<file path="src/rtl/id_imm_seq_pkg.sv">
// Shared CPU decode definitions: RV32I opcodes, ImmSel codes, decode-buffer
// entry layout and the opcode-to-ImmSel decode helper.
// Optional feature macro: IMM_SEQ_ILLEGAL_CHK_EN (adds a stored illegal bit).
package id_imm_seq_pkg;

    localparam int unsigned XLEN      = 32;
    localparam int unsigned IMM_SEL_W = 3;
    localparam int unsigned OPC_W     = 7;

    localparam logic [OPC_W-1:0] OPC_LOAD     = 7'b0000011;
    localparam logic [OPC_W-1:0] OPC_OP_IMM   = 7'b0010011;
    localparam logic [OPC_W-1:0] OPC_JALR     = 7'b1100111;
    localparam logic [OPC_W-1:0] OPC_SYSTEM   = 7'b1110011;
    localparam logic [OPC_W-1:0] OPC_MISC_MEM = 7'b0001111;
    localparam logic [OPC_W-1:0] OPC_STORE    = 7'b0100011;
    localparam logic [OPC_W-1:0] OPC_BRANCH   = 7'b1100011;
    localparam logic [OPC_W-1:0] OPC_JAL      = 7'b1101111;
    localparam logic [OPC_W-1:0] OPC_LUI      = 7'b0110111;
    localparam logic [OPC_W-1:0] OPC_AUIPC    = 7'b0010111;
    localparam logic [OPC_W-1:0] OPC_OP       = 7'b0110011;

    typedef enum logic [IMM_SEL_W-1:0] {
        IMM_NONE = 3'd0,
        IMM_I    = 3'd1,
        IMM_S    = 3'd2,
        IMM_B    = 3'd3,
        IMM_J    = 3'd4,
        IMM_U    = 3'd5
    } imm_sel_e;

    // One decode-buffer slot: immediate is formed at push time.
    typedef struct packed {
        logic [XLEN-1:0] imm;
        logic [XLEN-1:0] pc;
        imm_sel_e        sel;
`ifdef IMM_SEQ_ILLEGAL_CHK_EN
        logic            illegal;
`endif
    } dec_entry_t;

    // Opcode to immediate format; unrecognised opcodes (and OP) carry no immediate.
    function automatic imm_sel_e decode_imm_sel(input logic [OPC_W-1:0] opcode);
        imm_sel_e sel;
        sel = IMM_NONE;
        case (opcode)
            OPC_LOAD, OPC_OP_IMM, OPC_JALR,
            OPC_SYSTEM, OPC_MISC_MEM: sel = IMM_I;
            OPC_STORE:                sel = IMM_S;
            OPC_BRANCH:               sel = IMM_B;
            OPC_JAL:                  sel = IMM_J;
            OPC_LUI, OPC_AUIPC:       sel = IMM_U;
            default:                  sel = IMM_NONE;
        endcase
        return sel;
    endfunction

`ifdef IMM_SEQ_ILLEGAL_CHK_EN
    // Illegal: not a 32-bit encoding, or an opcode outside the known set.
    function automatic logic opcode_illegal(input logic [OPC_W-1:0] opcode);
        return (opcode[1:0] != 2'b11) ||
               ((decode_imm_sel(opcode) == IMM_NONE) && (opcode != OPC_OP));
    endfunction
`endif

endpackage

</file>
<file path="src/rtl/id_imm_seq_imm_gen.sv">
// RV32I immediate generator.
// Ports: inst_i   - instruction bits [31:7] (opcode not needed here)
//        imm_sel_i - immediate format selector
//        imm_o    - sign/zero-formed 32-bit immediate (0 for IMM_NONE)
module id_imm_seq_imm_gen
    import id_imm_seq_pkg::*;
(
    input  logic [31:7]     inst_i,
    input  imm_sel_e        imm_sel_i,
    output logic [XLEN-1:0] imm_o
);

    // Standard RV32I bit scatter per format; all signed formats extend bit 31.
    always_comb begin
        imm_o = '0;
        case (imm_sel_i)
            IMM_I: imm_o = {{20{inst_i[31]}}, inst_i[31:20]};
            IMM_S: imm_o = {{20{inst_i[31]}}, inst_i[31:25], inst_i[11:7]};
            IMM_B: imm_o = {{19{inst_i[31]}}, inst_i[31], inst_i[7],
                            inst_i[30:25], inst_i[11:8], 1'b0};
            IMM_J: imm_o = {{11{inst_i[31]}}, inst_i[31], inst_i[19:12],
                            inst_i[20], inst_i[30:21], 1'b0};
            IMM_U: imm_o = {inst_i[31:12], 12'b0};
            default: imm_o = '0;
        endcase
    end

endmodule

</file>
<file path="src/rtl/id_imm_seq.sv">
// Decode-stage immediate sequencer: a DEPTH-entry FIFO between fetch and
// execute that decodes ImmSel and forms the immediate as each instruction
// is accepted, then presents the head entry to execute.
// Ports: clk_i, rst_i (sync, active high)
//        in_valid_i/in_ready_o, inst_i, pc_i   - fetch side
//        flush_i                                - drop all buffered entries
//        out_valid_o/out_ready_i, imm_o, imm_sel_o, pc_o, illegal_o - execute side
// Optional feature macro: IMM_SEQ_ILLEGAL_CHK_EN (illegal_o tied 0 when undefined).
module id_imm_seq
    import id_imm_seq_pkg::*;
#(
    parameter int unsigned DEPTH = 2
) (
    input  logic                 clk_i,
    input  logic                 rst_i,
    input  logic                 in_valid_i,
    output logic                 in_ready_o,
    input  logic [XLEN-1:0]      inst_i,
    input  logic [XLEN-1:0]      pc_i,
    input  logic                 flush_i,
    output logic                 out_valid_o,
    input  logic                 out_ready_i,
    output logic [XLEN-1:0]      imm_o,
    output logic [IMM_SEL_W-1:0] imm_sel_o,
    output logic [XLEN-1:0]      pc_o,
    output logic                 illegal_o
);

    localparam int unsigned PTR_W = (DEPTH > 1) ? $clog2(DEPTH) : 1;
    localparam int unsigned CNT_W = PTR_W + 1;

    logic [PTR_W-1:0] wr_ptr_q, wr_ptr_d;
    logic [PTR_W-1:0] rd_ptr_q, rd_ptr_d;
    logic [CNT_W-1:0] count_q,  count_d;

    dec_entry_t       mem_q [DEPTH];
    dec_entry_t       push_entry;
    dec_entry_t       head_entry;
    imm_sel_e         push_sel;
    logic [XLEN-1:0]  push_imm;
    logic             push;
    logic             pop;

    // EMPTY / PARTIAL / FULL are implied by count_q; no separate state register.
    assign in_ready_o  = (count_q < CNT_W'(DEPTH));
    assign out_valid_o = (count_q != '0);

    assign push = in_valid_i  && in_ready_o  && !flush_i;
    assign pop  = out_valid_o && out_ready_i && !flush_i;

    // Opcode decode stays here; the generator only scatters bits.
    assign push_sel = decode_imm_sel(inst_i[6:0]);

    id_imm_seq_imm_gen u_imm_gen (
        .inst_i    (inst_i[31:7]),
        .imm_sel_i (push_sel),
        .imm_o     (push_imm)
    );

    // Entry captured on push.
    always_comb begin
        push_entry     = '0;
        push_entry.imm = push_imm;
        push_entry.pc  = pc_i;
        push_entry.sel = push_sel;
`ifdef IMM_SEQ_ILLEGAL_CHK_EN
        push_entry.illegal = opcode_illegal(inst_i[6:0]);
`endif
    end

    // Pointer/count next state; flush wins over any same-cycle push or pop.
    always_comb begin
        wr_ptr_d = wr_ptr_q;
        rd_ptr_d = rd_ptr_q;
        count_d  = count_q;
        if (flush_i) begin
            wr_ptr_d = '0;
            rd_ptr_d = '0;
            count_d  = '0;
        end else begin
            if (push) wr_ptr_d = PTR_W'(wr_ptr_q + 1'b1);
            if (pop)  rd_ptr_d = PTR_W'(rd_ptr_q + 1'b1);
            case ({push, pop})
                2'b10:   count_d = CNT_W'(count_q + 1'b1);
                2'b01:   count_d = CNT_W'(count_q - 1'b1);
                default: count_d = count_q;
            endcase
        end
    end

    // Control state; reset overrides flush and any in-flight transfer.
    always_ff @(posedge clk_i) begin
        if (rst_i) begin
            wr_ptr_q <= '0;
            rd_ptr_q <= '0;
            count_q  <= '0;
        end else begin
            wr_ptr_q <= wr_ptr_d;
            rd_ptr_q <= rd_ptr_d;
            count_q  <= count_d;
        end
    end

    // Payload storage is not reset; validity is tracked by count_q alone.
    always_ff @(posedge clk_i) begin
        if (push) begin
            mem_q[wr_ptr_q] <= push_entry;
        end
    end

    // Head outputs are forced to zero whenever no entry is valid.
    always_comb begin
        head_entry = mem_q[rd_ptr_q];
        imm_o      = '0;
        imm_sel_o  = '0;
        pc_o       = '0;
        illegal_o  = 1'b0;
        if (out_valid_o) begin
            imm_o     = head_entry.imm;
            imm_sel_o = IMM_SEL_W'(head_entry.sel);
            pc_o      = head_entry.pc;
`ifdef IMM_SEQ_ILLEGAL_CHK_EN
            illegal_o = head_entry.illegal;
`endif
        end
    end

endmodule

</file>
<file path="config.mk">
export PLATFORM = sky130hd
export DESIGN_NAME = id_imm_seq
export DESIGN_NICKNAME = d
export VERILOG_FILES = /design/src/rtl/id_imm_seq_pkg.sv /design/src/rtl/id_imm_seq_imm_gen.sv /design/src/rtl/id_imm_seq.sv
export SDC_FILE = /design/constraint.sdc
export NUM_CORES = 1
export LEC_CHECK = 0
export ABC_AREA = 0
export CORE_MARGIN = 4
export CORE_UTILIZATION = 41
export DETAILED_ROUTE_END_ITERATION = 16
export GPL_TIMING_DRIVEN = 0
export HOLD_SLACK_MARGIN = 0.05
export PLACE_DENSITY_LB_ADDON = 0.05
export SETUP_SLACK_MARGIN = 0.1
export SLEW_MARGIN = 10
export SYNTH_ARGS = -nofsm -noshare
export SYNTH_HDL_FRONTEND = slang
export SYNTH_SLANG_ARGS = --single-unit
</file>
<file path="constraint.sdc">
create_clock -name clk_i -period 7.3 [get_ports clk_i]
set_input_delay 0.73 -clock clk_i [delete_from_list [all_inputs] [get_ports clk_i]]
set_output_delay 0.73 -clock clk_i [all_outputs]
set_load 0.005 [all_outputs]
</file>
Word-level counts from Yosys, hierarchy flattened
Memory sizes are Yosys's and may differ from the RTL's. A register that Yosys moved wholly into a read port is not among the register bits.
Cells that the tools add are included.
Widths: inputs -> output; s select.
{"block": "totals", "register_bits": 4, "mem_bits_rw": 134, "output_inout_bits": 70, "mem_count": 1, "wordCells": 46}
{"block": "classes", "addsub": 4, "reduce_logical": 10, "eq_ne": 17, "n_lt_le_gt_ge": 1, "mux": 10}
{"memory": "mem_q", "words": 2, "word_bits": 67, "read_ports": 1, "rd_clocked_by_memory_dff": 1, "write_ports": 1, "line": "id_imm_seq.sv:36", "source": "dec_entry_t mem_q [DEPTH];"}
{"cell": "$pmux 32 s5", "count": 1}
{"cell": "$mux 32", "count": 2}
{"cell": "$eq 7x7->1 const B", "count": 4}
{"cell": "$pmux 3 s5", "count": 1}
{"cell": "$eq 7x5->1 const B", "count": 2}
{"cell": "$eq 7x6->1 const B", "count": 2}
{"cell": "$eq 7x2->1 const B", "count": 1}
{"cell": "$eq 7x4->1 const B", "count": 1}
{"cell": "$eq 3x2->1 const B", "count": 2}
{"cell": "$eq 3x3->1 const B", "count": 2}
{"cell": "$reduce_or 5->1", "count": 1}
{"cell": "$logic_and 1x1->1", "count": 4}
{"cell": "$mux 1", "count": 4}
{"cell": "$pmux 2 s2", "count": 1}
{"cell": "$reduce_bool 2->1", "count": 2}
{"cell": "$reduce_or 2->1", "count": 2}
{"cell": "$eq 3x1->1 const B", "count": 1}
{"cell": "$mux 3", "count": 1}
{"cell": "$add 1x1->1 const B", "count": 2}
{"cell": "$add 2x1->2 const B", "count": 1}
{"cell": "$eq 2x1->1 const B", "count": 1}
{"cell": "$eq 2x2->1 const B", "count": 1}
{"cell": "$lt 2x2->1 const B", "count": 1}
{"cell": "$sub 2x1->2 const B", "count": 1}
{"cell": "$logic_not 1->1", "count": 1}

Logic depth before layout (Yosys ltp)
Gate-level depths: netlist of run 1.
{"block": "logic_depth", "depth_word": 5, "ltp_mapped": 9, "ltp_nobuf": 9}

Cells and area by module
From an unflattened synthesis of run 1, not the netlist that was laid out.
{"block": "hier_totals", "hier_cells": 389, "hier_area_um2": 5800.6}
{"module": "id_imm_seq", "area_each_um2": 5357.6, "cells_per_inst": 325, "n_inst": 1}
{"module": "id_imm_seq_imm_gen", "area_each_um2": 442.9, "cells_per_inst": 64, "n_inst": 1}

Least setup slack after synthesis of run 1
Ideal clock, no wire load.
{"block": "synth_timing", "path_kind": "in2reg", "start": "input flush_i", "end": "memory mem_q[0][0] (netlist bit), enable pin", "n_path_buf": 0, "path_stages": 3, "setup_slack_ns": 3.076, "arrival_time_ns": 3.732, "path_cell_list": "nor2_1 nand2_1 nor2_1"}
{"block": "synth_between", "elab_chain_len": 4}
{"item": "start, declared", "line": "id_imm_seq.sv:20", "source": "input logic flush_i,"}
{"item": "$logic_not 1->1", "line": "id_imm_seq.sv:48", "source": "assign push = in_valid_i && in_ready_o && !flush_i;"}
{"item": "$logic_and 1x1->1", "line": "id_imm_seq.sv:48"}
{"item": "$mux 1", "line": "id_imm_seq.sv:106", "source": "if (push) begin"}
{"item": "$mux 1 (implied by the code)", "line": "id_imm_seq.sv:107", "source": "mem_q[wr_ptr_q] <= push_entry;"}
{"item": "end, declared", "line": "id_imm_seq.sv:36"}
Every way passes these cells.

Worst setup path in the final report of run 1
{"block": "layout_timing", "start": "register count_q[1]", "end": "output imm_o[27]"}
{"block": "layout_between", "elab_chain_len": 2}
{"item": "start, declared", "line": "id_imm_seq.sv:34", "source": "logic [CNT_W-1:0] count_q, count_d;"}
{"item": "start signal, assigned", "line": "id_imm_seq.sv:100", "source": "count_q <= count_d;"}
{"item": "$reduce_bool 2->1", "line": "id_imm_seq.sv:46", "source": "assign out_valid_o = (count_q != '0);"}
{"item": "$mux 32", "line": "id_imm_seq.sv:118", "source": "if (out_valid_o) begin"}
{"item": "end, declared", "line": "id_imm_seq.sv:23", "source": "output logic [XLEN-1:0] imm_o,"}
Every way passes these cells.

==> results of run 1 <==
==> power by group <==
| group | leakage, nW | total [mW] | internal (mW) | switching (mW) |
|---|---|---|---|---|
| clock | 0.256 | 0.799 | 0.495 | 0.304 |
| combinational | 1.16 | 0.131 | 0.0711 | 0.0596 |
| sequential | 1.28 | 0.899 | 0.894 | 0.00454 |
| total | 2.70 | 1.83 | 1.46 | 0.368 |
==> registers in the layout, summed over array words and instances, names as in the netlist, named ones only <==
name      cells
rd_ptr_q      1
count_q       2
mem_q       134
wr_ptr_q      1
==> synth_stat cells (all sizes together) <==
cell type	number
dfxtp	5
and2	10
xor2	2
xnor2	3
conb	1
a22o	5
a21oi	2
o31a	1
o21ai	10
nand2	13
and3	1
nor3	6
o22ai	2
or3	1
and3b	1
a21o	11
o21bai	1
o21a	1
edfxtp	134
nor2	79
o2111ai	1
o32ai	1
nand4b	2
inv	6
a221o	1
o211a	1
a31oi	1
ha	1
clkbuf	6
a211o	1
nand3	3
buf	15
nand4	1
nand3b	1
or3b	1
mux2i	67
==> cell type report <==
class	count	area, sq um
Buffer	21	114
Fill cell	1158	5830
Clock inverter	14	130
Inverter	6	22.5
Clock buffer	18	429
Multi-Input combinational cell	232	1610
Tap cell	180	225
Timing Repair Buffer	139	1450
Sequential cell	139	4120
==> worst max path at each step <==
| stage | start | endpoint | cells past startpoint |
|---|---|---|---|
| global route | count_q[1] | imm_o[22] | 5 |
| finish | count_q[1] | imm_o[27] | 5 |
| detailed placement | count_q[1] | imm_o[30] | 5 |
| global placement | flush_i | mem_q[1][63] | 4 |
| CTS | count_q[1] | imm_o[27] | 5 |
| floorplan | flush_i | mem_q[0][0] | 3 |
==> kinds of logic (layout without fill, tap and decap cells) <==
kind of cell / count (synthesis) / in the layout / synth area share
muxes: 67 / 67 / 0.115
AOI/OAI and AO/OA: 39 / 39 / 0.0534
xor gates and xnor gates: 5 / 5 / 0.00748
and+or+nand+nor: 119 / 119 / 0.0942
DFF: 139 / 139 / 0.704
adders and majority gates: 1 / 1 / 0.00214
other: 1 / 1 / 0.000640
buffers and inverters: 27 / 198 / 0.0233
==> worst max-delay path: stages (launching register included) <==
cell and delay (ps):
sky130_fd_sc_hd__dfxtp_1 340, sky130_fd_sc_hd__nor2_1 430, sky130_fd_sc_hd__clkbuf_1 470, sky130_fd_sc_hd__clkbuf_1 450
sky130_fd_sc_hd__nor2_1 130, sky130_fd_sc_hd__clkdlybuf4s50_1 470
==> through the flow <==
step                instances  total power, mW  utilization  setup slack [ps]  hold WS (ps)
CTS                       749             1.85        0.581              3760           571
global route              749             1.89        0.581              3650           604
detailed placement        717             1.05        0.541              4190           558
finish                    749             1.83        0.581              3880           565
floorplan                 398            0.967            -              3080           520
global placement          713             1.04        0.533               537           550
==> metal layers <==
| layer | vias to the layer above | GRT usage | wire length [um] |
|---|---|---|---|
| li1 | 1788 | - | - |
| met1 | 1797 | 0.197 | 5470 |
| met2 | 111 | 0.256 | 6120 |
| met3 | 19 | 0.0414 | 689 |
| met4 | 0 | 0.0625 | 229 |
| met5 | - | 0 | 0 |
==> impl_results.rst, run 1 <==
.. list-table::
   :header-rows: 1

   * - Metric
     - Value
   * - Routability congestion estimate
     - 0.838
   * - Worst setup SP type
     - flip-flop
   * - Synthesized area
     - 0.00586 sq mm
   * - Sequential-to-total area share from yosys stat
     - 0.704
   * - Sinks on the clock net
     - 139
   * - Most common library cell in the layout ignoring fill and taps
     - sky130_fd_sc_hd__clkdlybuf4s50_1
   * - Most area-hungry cell type in the Yosys netlist
     - sky130_fd_sc_hd__edfxtp_1
   * - Fraction of layout instances using a drive strength above 1
     - 0.104
   * - Post-cts sizing count
     - 0
   * - Via count of the first global-routing pass
     - 3897
   * - Worst supply voltage drop on vdd
     - 0.000139 V
   * - Required time at the worst-slack endpoint
     - 6570 ps
   * - Num CTS Buffers
     - 17
   * - Number of violations reported at the end of detailed-routing iteration 0
     - 196
   * - Detail Placement HPWL
     - 8.74 mm
   * - Post-route ant nets
     - 0
   * - Residual DRC
     - 0
   * - Final Critical Period
     - 3420 ps
   * - Floorplan row count
     - 43
   * - DR pass1 iterations
     - 4
   * - Number of flip-flops and latches in the synthesized netlist
     - 139
   * - Post-route setup TNS
     - 0 ps
   * - Initial Utilization
     - 0.420
   * - CP Data Arrival Time
     - 2690 ps
   * - Synthesized instance count
     - 398
   * - Post-synth top area share
     - 0.687
   * - WL/cell
     - 16.7 um
   * - Final-report setup violation count
     - 0
   * - Via density per instance
     - 4.96
   * - Post-synthesis to final-layout area growth
     - 38.4%
   * - Max-slew headroom
     - 0.456
   * - Antenna violations before repair
     - 0
   * - Maximum number of pins on one net before global-route repair
     - 27
   * - Clock tree from TritonCTS
     - built
   * - Total number of vias
     - 3715
   * - Most area-consuming cells after synthesis
     - sky130_fd_sc_hd__edfxtp_1 69%, sky130_fd_sc_hd__mux2i_1 11%, sky130_fd_sc_hd__nor2_1 5.0%
   * - Post-route clock period utilization
     - 0.469
   * - Tightest Hold Check Type
     - flip-flop to flip-flop
   * - Worst-Margin Slew
     - 815 ps
   * - Leakage power total
     - 2.70 nW
   * - Overall die area
     - 0.0163 sq mm
   * - Clock Path Buffers
     - 2
   * - R2R setup slack
     - 5400 ps
   * - Distinct cell type count after synthesis
     - 45
   * - IO Count
     - 139
   * - Postcts setup bufs
     - 0
   * - GRT overflow
     - 0
   * - CP max FO
     - 10
   * - WHS Path Cells
     - 2
   * - Worst reg2reg path depth
     - 4
   * - Max-cap violations
     - 0
   * - Warnings, synthesis
     - 0
   * - Max Clock Freq
     - 292 MHz
   * - Final count of pins violating max slew
     - 0
   * - Number of buffers added to fix hold violations after cts
     - 0
   * - H-Tree Depth
     - 4
   * - Element type at the critical path end
     - output port
   * - CORE AREA
     - 0.0139 sq mm
   * - Final design area excluding fillers
     - 0.00810 sq mm
   * - Reg-to-reg critical path endpoint
     - mem_q[0][23]
   * - Width of the chip
     - 128 um
   * - Total inserted antenna cells
     - 0
   * - Number of buffers added on ports
     - 135
   * - Total routing usage reported by global routing
     - 0.156
   * - Beginning of the worst register-to-register path
     - count_q[1]
   * - Routed wire length
     - 12.5 mm
   * - Power density of the placed cells
     - 226 mW/mm^2
   * - Clk slew on worst S/H paths
     - 60 ps
   * - Clock root buffer
     - sky130_fd_sc_hd__clkbuf_16
   * - Worst Clk Skew
     - 5.48 ps
   * - Post-Synthesis Mean Instance Area
     - 14.7 sq um
   * - Wire length of the first global-routing pass
     - 19.5 mm
   * - Leading cell types in the layout, fill and taps excluded
     - 135 x sky130_fd_sc_hd__clkdlybuf4s50_1, 134 x sky130_fd_sc_hd__edfxtp_1, 76 x sky130_fd_sc_hd__nor2_1
   * - Skew-Pair Late Insertion Delay
     - 400 ps
   * - Floorplan die height
     - 128 um
   * - Cell area after placement
     - 0.00754 sq mm
   * - Synth Net Count
     - 468
   * - Setup Crit Path Kind
     - flip-flop to output port
   * - Outcome
     - completed
   * - Setup repair after global routing missed its margin
     - false
   * - Number of endpoints with negative hold slack in the final report
     - 0
   * - Launch instance of the worst min-delay path
     - rd_ptr_q
   * - Final Net Count
     - 626
Power figures use the tool's default switching activity.
==> run 2: changes to the inputs <==
==> constraint.sdc (replaced) <==
create_clock -name clk_i -period 2.8 [get_ports clk_i]
set_input_delay 0.28 -clock clk_i [delete_from_list [all_inputs] [get_ports clk_i]]
set_output_delay 0.28 -clock clk_i [all_outputs]
set_load 0.005 [all_outputs]
==> run 2 against run 1 <==
Net effect: clock-buffer cell count grew 2; die area is the same; critical path depth did not move; combinational power grew to 2.6 times the previous value; sequential cell count stayed put; design area decreased by 0.53%; via count shrank 2.0%; core utilization is 0.31 points lower; first-iteration DRC count shrank 24%.
==> impl_results.rst, run 2 (same netlist as run 1, synthesis figures left out) <==
.. list-table::
   :header-rows: 1

   * - Metric
     - Value
   * - Outcome
     - completed
   * - Skew-Pair Late Insertion Delay
     - 410 ps (about the same)
   * - Clock root buffer
     - sky130_fd_sc_hd__clkbuf_16
   * - Final core utilization
     - 0.578 (-0.00305)
   * - Total number of vias
     - 3641 (-2.0%)
   * - Max-cap violations
     - 0 (unchanged)
   * - Maximum number of pins on one net before global-route repair
     - 28 (+3.7%)
   * - Residual DRC
     - 0 (unchanged)
   * - Floorplan row count
     - 43 (unchanged)
   * - Required time at the worst-slack endpoint
     - 2520 ps (-4050 ps)
   * - Total routing usage reported by global routing
     - 0.158 (+0.00200)
   * - Number of endpoints with negative hold slack in the final report
     - 0 (unchanged)
   * - Width of the chip
     - 128 um (unchanged)
   * - CP max FO
     - 10 (unchanged)
   * - Post-synthesis to final-layout area growth
     - 37.6%
   * - Power density of the placed cells
     - 576 mW/mm^2 (+160%)
   * - DR pass1 iterations
     - 4 (unchanged)
   * - Max Clock Freq
     - 400 MHz
   * - Relative contribution of the clock network to total power
     - 0.422 (-0.015)
   * - Floorplan die height
     - 128 um (unchanged)
   * - Highest metal layer used by the detailed router
     - met4
   * - Clock Path Buffers
     - 2 (unchanged)
   * - Detail Placement HPWL
     - 8.60 mm (-1.6%)
   * - Multi-input combinational cell area
     - 0.00161 sq mm (+0.16%)
   * - Worst Clk Skew
     - 3.97 ps (-1.51 ps)
   * - Post-route ant nets
     - 0 (unchanged)
   * - Max-slew headroom
     - 0.518 (+0.0621)
   * - Clock tree from TritonCTS
     - built
   * - Element type at the critical path end
     - output port
   * - Sinks on the clock net
     - 139 (unchanged)
   * - Overall power
     - 4.64 mW (+150%)
   * - Area used by sequential logic in the layout
     - 0.00412 sq mm (unchanged)
   * - Final-report setup violation count
     - 0 (unchanged)
   * - Met3 routed WL
     - 691 um (+0.29%)
   * - Leading cell types in the layout, fill and taps excluded
     - 135 x sky130_fd_sc_hd__clkdlybuf4s50_1, 134 x sky130_fd_sc_hd__edfxtp_1, 75 x sky130_fd_sc_hd__nor2_1
   * - Setup Crit Path Kind
     - flip-flop to output port
   * - Num CTS Buffers
     - 17 (unchanged)
   * - Slowest cell delay on critical path
     - 470 ps (about the same)
   * - Most common library cell in the layout ignoring fill and taps
     - sky130_fd_sc_hd__clkdlybuf4s50_1
   * - Postcts setup bufs
     - 0 (unchanged)
   * - IO Count
     - 139 (unchanged)
   * - Number of buffers added on ports
     - 135 (unchanged)
   * - Routability congestion estimate
     - 0.838 (about the same)
   * - Register containing the most flip-flops in the final layout
     - mem_q
   * - Net Switching
     - 0.934 mW (+150%)
   * - H-Tree Depth
     - 4 (unchanged)
   * - Cell chain of the critical path
     - nor2_2 -> clkbuf_2 -> clkbuf_2 -> nor2_1 -> clkdlybuf4s50_1
   * - Seq pwr share
     - 0.505 (+0.014)
   * - M1 wire length
     - 5.40 mm (-1.4%)
   * - Antenna violations before repair
     - 0 (unchanged)
   * - Number of violations reported at the end of detailed-routing iteration 0
     - 148 (-24%)
   * - Leakage power total
     - 2.69 nW (-0.21%)
   * - Total inserted antenna cells
     - 0 (unchanged)
   * - Overall die area
     - 0.0163 sq mm (unchanged)
   * - Setup repair after global routing missed its margin
     - false
   * - Wire length of the first global-routing pass
     - 19.6 mm (+0.39%)
   * - Final-layout fill cell count
     - 1167 (+0.78%)
   * - Critical-path top delay cell
     - sky130_fd_sc_hd__clkdlybuf4s50_1
   * - Post-route clock period utilization
     - 0.893
   * - Cell internal power dissipation
     - 3.71 mW (+150%)
   * - Total placed cells including tap cells
     - 717 (unchanged)
   * - CP Data Arrival Time
     - 2220 ps (-470 ps)
   * - Largest registers in the final layout
     - mem_q x134, count_q x2
   * - Via count of the first global-routing pass
     - 3844 (-1.4%)
   * - WL met2
     - 6.09 mm (-0.59%)
   * - Worst-Margin Slew
     - 722 ps (-93.0 ps)
   * - Fraction of layout instances using a drive strength above 1
     - 0.104 (+0.000183)
   * - GRT overflow
     - 0 (unchanged)
   * - Family of cells with the greatest summed delay on the critical path
     - buffers and inverters
   * - Final Net Count
     - 626 (unchanged)
   * - Tightest Hold Check Type
     - input pin to flip-flop
   * - Largest register FFs
     - 134 (unchanged)
   * - Clk slew on worst S/H paths
     - 50 ps (about the same)
   * - Final count of pins violating max slew
     - 0 (unchanged)
   * - Post-route setup TNS
     - 0 ps (unchanged)
   * - CORE AREA
     - 0.0139 sq mm (unchanged)
   * - Worst supply voltage drop on vdd
     - 0.000302 V (+120%)
   * - WL/cell
     - 16.5 um (-1.2%)
   * - Number of standard cells in the layout, taps in and fillers out
     - 748 (-0.13%)
   * - Worst setup SP type
     - flip-flop
   * - Combinational share of power
     - 0.073 (+0.002)
   * - Via density per instance
     - 4.87 (-1.9%)
   * - Crit path buffers/inverters
     - 3 (unchanged)
   * - Final Critical Period
     - 2500 ps
   * - Most prevalent standard cell on the critical path
     - sky130_fd_sc_hd__clkbuf_2
   * - Routed wire length
     - 12.3 mm (-1.3%)
   * - Initial Utilization
     - 0.420 (unchanged)
   * - Sw Ratio
     - 0.201 (about the same)
run 2: worst paths after layout:
| kind | depth (start not counted) | end | slack [ps] | from |
|---|---|---|---|---|
| setup / recovery | 5 | imm_o[27] | 300 | count_q[1] |
| hold / removal | 2 | mem_q[1][1] | 250 | inst_i[2] |
| hold reg to reg | 2 | rd_ptr_q | 560 | rd_ptr_q |
| setup reg to reg | 4 | mem_q[0][40] | 940 | count_q[1] |
run 2: repair_timing:
item,CTS,global route
setup endpoints to repair,30,0
hold buffers,0,0
gates resized for setup,7,0
run 2: cell type report:
type	instances	area share
buffer	21	0.0157
clock inverter	11	0.00994
timing repair buffer	139	0.178
tap	180	0.0279
clock buffer	20	0.0542
sequential	139	0.512
multi-input combinational	232	0.200
inverter	6	0.00279
run 2: routing by layer:
| metal | vias up | GRT usage |
|---|---|---|
| li1 | 1794 | - |
| met1 | 1730 | 0.195 |
| met2 | 103 | 0.261 |
| met3 | 14 | 0.0460 |
| met4 | 0 | 0.0637 |
| met5 | - | 0 |
run 2: power groups by stage:
stage,logic [mW],registers [mW],clock network (mW)
after floorplan,0.134,2.39,0
after global placement,0.326,2.39,0
after detailed placement,0.342,2.39,0
after CTS,0.345,2.34,2.00
after global routing,0.369,2.35,2.10
final,0.339,2.34,1.96
run 2: through the flow:
stage | area (sq um) | worst slack [ps] | hold slack (ps)
floorplan | 5860 | 69.4 | 357
global placement | 7440 | -1640 | 546
detailed placement | 7530 | 175 | 558
CTS | 8060 | 201 | 228
global route | 8060 | 153 | 238
finish | 8060 | 301 | 248
run 2: worst register-to-register path, stage by stage (launching register included):
cell	delay, ps
sky130_fd_sc_hd__dfxtp_1	350
sky130_fd_sc_hd__nor2_1	110
sky130_fd_sc_hd__nand2_1	190
sky130_fd_sc_hd__nor2_4	610
sky130_fd_sc_hd__buf_12	290
==> run 3: changes to the inputs <==
--- a/config.mk
+++ b/config.mk
@@ -16,4 +16,5 @@
 export SLEW_MARGIN = 10
 export SYNTH_ARGS = -nofsm -noshare
 export SYNTH_HDL_FRONTEND = slang
+export SYNTH_HIERARCHICAL = 1
 export SYNTH_SLANG_ARGS = --single-unit
==> run 3 against run 2 <==
Net effect: critical path type is now input pin to flip-flop; clock power is 7% higher; synthesized cell count is 2.3% lower; largest cell class unchanged; non-clock buffer count is 4 higher; sequential power hardly changed; register-to-register slack worse by 490 ps; largest power group unchanged; global-route usage is 0.12 points lower.
==> impl_results.rst, run 3 <==
.. list-table::
   :header-rows: 1

   * - Metric
     - Value
   * - Wire length of the first global-routing pass
     - 19.3 mm (-1.7%)
   * - Overall power
     - 4.78 mW (+2.8%)
   * - Most area-hungry cell type in the Yosys netlist
     - sky130_fd_sc_hd__edfxtp_1
   * - Leading cell types in the layout, fill and taps excluded
     - 137 x sky130_fd_sc_hd__clkdlybuf4s50_1, 134 x sky130_fd_sc_hd__edfxtp_1, 71 x sky130_fd_sc_hd__nor2_1
   * - Clock tree from TritonCTS
     - built
   * - Element type at the critical path end
     - flip-flop
   * - Max Clock Freq
     - 389 MHz (-2.8%)
   * - Register containing the most flip-flops in the final layout
     - mem_q
   * - Most area-consuming cells after synthesis
     - sky130_fd_sc_hd__edfxtp_1 69%, sky130_fd_sc_hd__mux2i_1 12%, sky130_fd_sc_hd__nor2_1 4.7%
   * - Area used by sequential logic in the layout
     - 0.00412 sq mm (unchanged)
   * - Final Net Count
     - 618 (-1.3%)
   * - Total number of vias
     - 3694 (+1.5%)
   * - Slowest cell delay on critical path
     - 500 ps (+30 ps)
   * - Post-synthesis to final-layout area growth
     - 38.6%
   * - Final-report setup violation count
     - 0 (unchanged)
   * - Routability congestion estimate
     - 0.751 (-10%)
   * - Relative contribution of the clock network to total power
     - 0.440 (+0.018)
   * - Number of buffers added to fix hold violations after cts
     - 0 (unchanged)
   * - CP Data Arrival Time
     - 2720 ps (+500 ps)
   * - Worst Clk Skew
     - 7.43 ps (+3.46 ps)
   * - Cell internal power dissipation
     - 3.81 mW (+2.8%)
   * - Post-synth top area share
     - 0.694 (+0.00652)
   * - Post-Synthesis Mean Instance Area
     - 14.9 sq um (+1.4%)
   * - Total routing usage reported by global routing
     - 0.157 (-0.00115)
   * - Worst supply voltage drop on vdd
     - 0.000396 V (+31%)
   * - Via count of the first global-routing pass
     - 3798 (-1.2%)
   * - Post-route clock period utilization
     - 0.918 (+0.0258)
   * - Number of enable-type register cells in the synthesized netlist
     - 134 (unchanged)
   * - Final-layout fill cell count
     - 1165 (-0.17%)
   * - Clock root buffer
     - sky130_fd_sc_hd__clkbuf_16
   * - Setup Crit Path Kind
     - input pin to flip-flop
   * - Initial Utilization
     - 0.418 (-0.00234)
   * - Crit path buffers/inverters
     - 3 (unchanged)
   * - Outcome
     - completed
   * - Sw Ratio
     - 0.202 (+0.000405)
   * - Width of the chip
     - 127 um (-0.44%)
   * - Sequential-to-total area share from yosys stat
     - 0.711 (+0.00668)
   * - Sinks on the clock net
     - 139 (unchanged)
   * - Detail Placement HPWL
     - 8.64 mm (+0.38%)
   * - Floorplan die height
     - 127 um (-0.44%)
   * - Postcts setup bufs
     - 0 (unchanged)
   * - Fraction of layout instances using a drive strength above 1
     - 0.0980 (-0.00583)
   * - Most used standard cell by instance count after synthesis
     - sky130_fd_sc_hd__edfxtp_1
   * - Dominant register cell in the synthesized netlist
     - sky130_fd_sc_hd__edfxtp_1
   * - Multi-input combinational cell area
     - 0.00154 sq mm (-4.3%)
   * - DR pass1 iterations
     - 4 (unchanged)
   * - Critical-path top delay cell
     - sky130_fd_sc_hd__clkdlybuf4s50_1
   * - Share of flip-flops with an asynchronous set or reset after synthesis
     - 0 (unchanged)
   * - Post-route ant nets
     - 0 (unchanged)
   * - Floorplan row count
     - 43 (unchanged)
   * - Routed wire length
     - 12.6 mm (+1.6%)
   * - Residual DRC
     - 0 (unchanged)
   * - Clk slew on worst S/H paths
     - 60 ps (about the same)
   * - Worst setup SP type
     - input pin
   * - Ranking of synthesized cells by instance count
     - 134 x sky130_fd_sc_hd__edfxtp_1, 72 x sky130_fd_sc_hd__nor2_1, 68 x sky130_fd_sc_hd__mux2i_1
   * - Synthesized instance count
     - 389 (-2.3%)
   * - Final Critical Period
     - 2570 ps (+72.2 ps)
   * - Seq pwr share
     - 0.492 (-0.013)
   * - Num CTS Buffers
     - 17 (unchanged)
   * - Leakage power total
     - 2.63 nW (-2.1%)
   * - IO Count
     - 139 (unchanged)
   * - Number of violations reported at the end of detailed-routing iteration 0
     - 211 (+43%)
   * - Max-cap violations
     - 0 (unchanged)
   * - Final design area excluding fillers
     - 0.00804 sq mm (-0.25%)
   * - Via density per instance
     - 4.99 (+2.4%)
   * - Family of cells with the greatest summed delay on the critical path
     - compound AO/OA/AOI/OAI gates
   * - Number of buffers added on ports
     - 137 (+1.5%)
   * - Overall die area
     - 0.0161 sq mm (-0.88%)
   * - Synthesized area
     - 0.00580 sq mm (-0.94%)
   * - GRT overflow
     - 0 (unchanged)
   * - Max-slew headroom
     - 0.475 (-0.0429)
   * - Skew-Pair Late Insertion Delay
     - 410 ps (about the same)
   * - H-Tree Depth
     - 4 (unchanged)
   * - WL/cell
     - 16.9 um (+2.6%)
   * - Clock Path Buffers
     - 2 (unchanged)
   * - CP max FO
     - 10 (unchanged)
   * - Combinational share of power
     - 0.069 (-0.004)
   * - Required time at the worst-slack endpoint
     - 2950 ps (+430 ps)
   * - Power density of the placed cells
     - 594 mW/mm^2 (+3.1%)
   * - Number of endpoints with negative hold slack in the final report
     - 0 (unchanged)
   * - Number of flip-flops and latches in the synthesized netlist
     - 139 (unchanged)
   * - Tightest Hold Check Type
     - input pin to flip-flop
   * - Cell chain of the critical path
     - clkdlybuf4s50_1 -> or3_1 -> a31o_2 -> a21oi_1 -> buf_2 -> nor3b_1 -> o21a_1 -> buf_6 -> a311o_1
   * - Synth Net Count
     - 459 (-1.9%)
   * - Worst-Margin Slew
     - 786 ps (+64.2 ps)
   * - Warnings, synthesis
     - 6 (+6)
   * - Setup repair after global routing missed its margin
     - false
   * - Distinct cell type count after synthesis
     - 36 (-20%)
   * - Largest register FFs
     - 134 (unchanged)
   * - Antenna violations before repair
     - 0 (unchanged)
   * - Net Switching
     - 0.963 mW (+3.0%)
   * - CORE AREA
     - 0.0139 sq mm (-0.39%)
   * - Final count of pins violating max slew
     - 0 (unchanged)
   * - Largest registers in the final layout
     - mem_q x134, count_q x2
   * - Most common library cell in the layout ignoring fill and taps
     - sky130_fd_sc_hd__clkdlybuf4s50_1
   * - Total inserted antenna cells
     - 0 (unchanged)
   * - Maximum number of pins on one net before global-route repair
     - 46 (+64%)
   * - Cell area after placement
     - 0.00747 sq mm (-0.70%)
-- run 3: cell count changes after synthesis, sizes merged, moves of 3 or more --
cell / change
and2: -3
nor3b: +3
a311o: +11
a21o: -3
a22o: -5
o21ai: -3
nor2: -7
nand2: -3
nand3b: +3
-- run 3: through the flow --
stage	setup TNS, ps	cells	hold slack (ps)	utilization	worst slack [ps]
after global routing	0	741	440	0.579	113
after global placement	-61950	706	531	0.534	-597
final	0	741	450	0.579	229
after CTS	0	741	432	0.579	225
after detailed placement	-7480	709	546	0.538	-192
after floorplan	0	389	353	-	602
-- run 3: cells by family after synthesis --
family / count (synthesis) / share of synthesized area
compound gates: 34 / 0.0449
other cells: 1 / 0.000646
buf+inv: 28 / 0.0259
mux: 69 / 0.119
flops: 139 / 0.711
fa+ha+maj: 1 / 0.00216
xor+xnor: 6 / 0.00906
simple gates: 111 / 0.0871
-- run 3: routing by layer --
| metal | share of wire | GRT usage | wire length, um |
|---|---|---|---|
| met3 | 0.045 | 0.0425 | 567 |
| met2 | 0.50 | 0.264 | 6290 |
| met5 | 0 | 0 | 0 |
| met4 | 0.015 | 0.0587 | 193 |
| met1 | 0.44 | 0.193 | 5500 |
-- run 3: area by class of cell --
| type | count | area share |
|---|---|---|
| clock inverters | 14 | 0.0160 |
| clock buffers | 18 | 0.0534 |
| multi-input cells | 222 | 0.192 |
| repair buffers | 140 | 0.179 |
| plain buffers | 24 | 0.0168 |
| inverters | 4 | 0.00187 |
| flip-flops and latches | 139 | 0.513 |
| well taps | 180 | 0.0280 |
-- run 3: power groups by stage --
| stage | clock network [mW] | logic, mW | registers, mW |
|---|---|---|---|
| floorplan | 0 | 0.121 | 2.39 |
| global placement | 0 | 0.316 | 2.39 |
| detailed placement | 0 | 0.332 | 2.39 |
| CTS | 2.15 | 0.333 | 2.35 |
| global route | 2.24 | 0.358 | 2.35 |
| finish | 2.10 | 0.329 | 2.35 |
-- run 3: what timing repair did --
| item | 4_1_cts | 5_1_grt |
|---|---|---|
| endpoints found under the setup margin | 0 | 18 |
| endpoints found under the hold margin | 0 | 0 |
| resized for setup | 0 | 1 |
-- run 3: worst paths after layout --
path / from / endpoint / slack (ps) / cells past startpoint
hold reg to reg: count_q[1] / count_q[1] / 550 / 2
setup reg to reg: count_q[1] / mem_q[0][56] / 450 / 5
setup / recovery: inst_i[2] / mem_q[1][55] / 230 / 9
hold / removal: pc_i[18] / mem_q[1][21] / 450 / 1
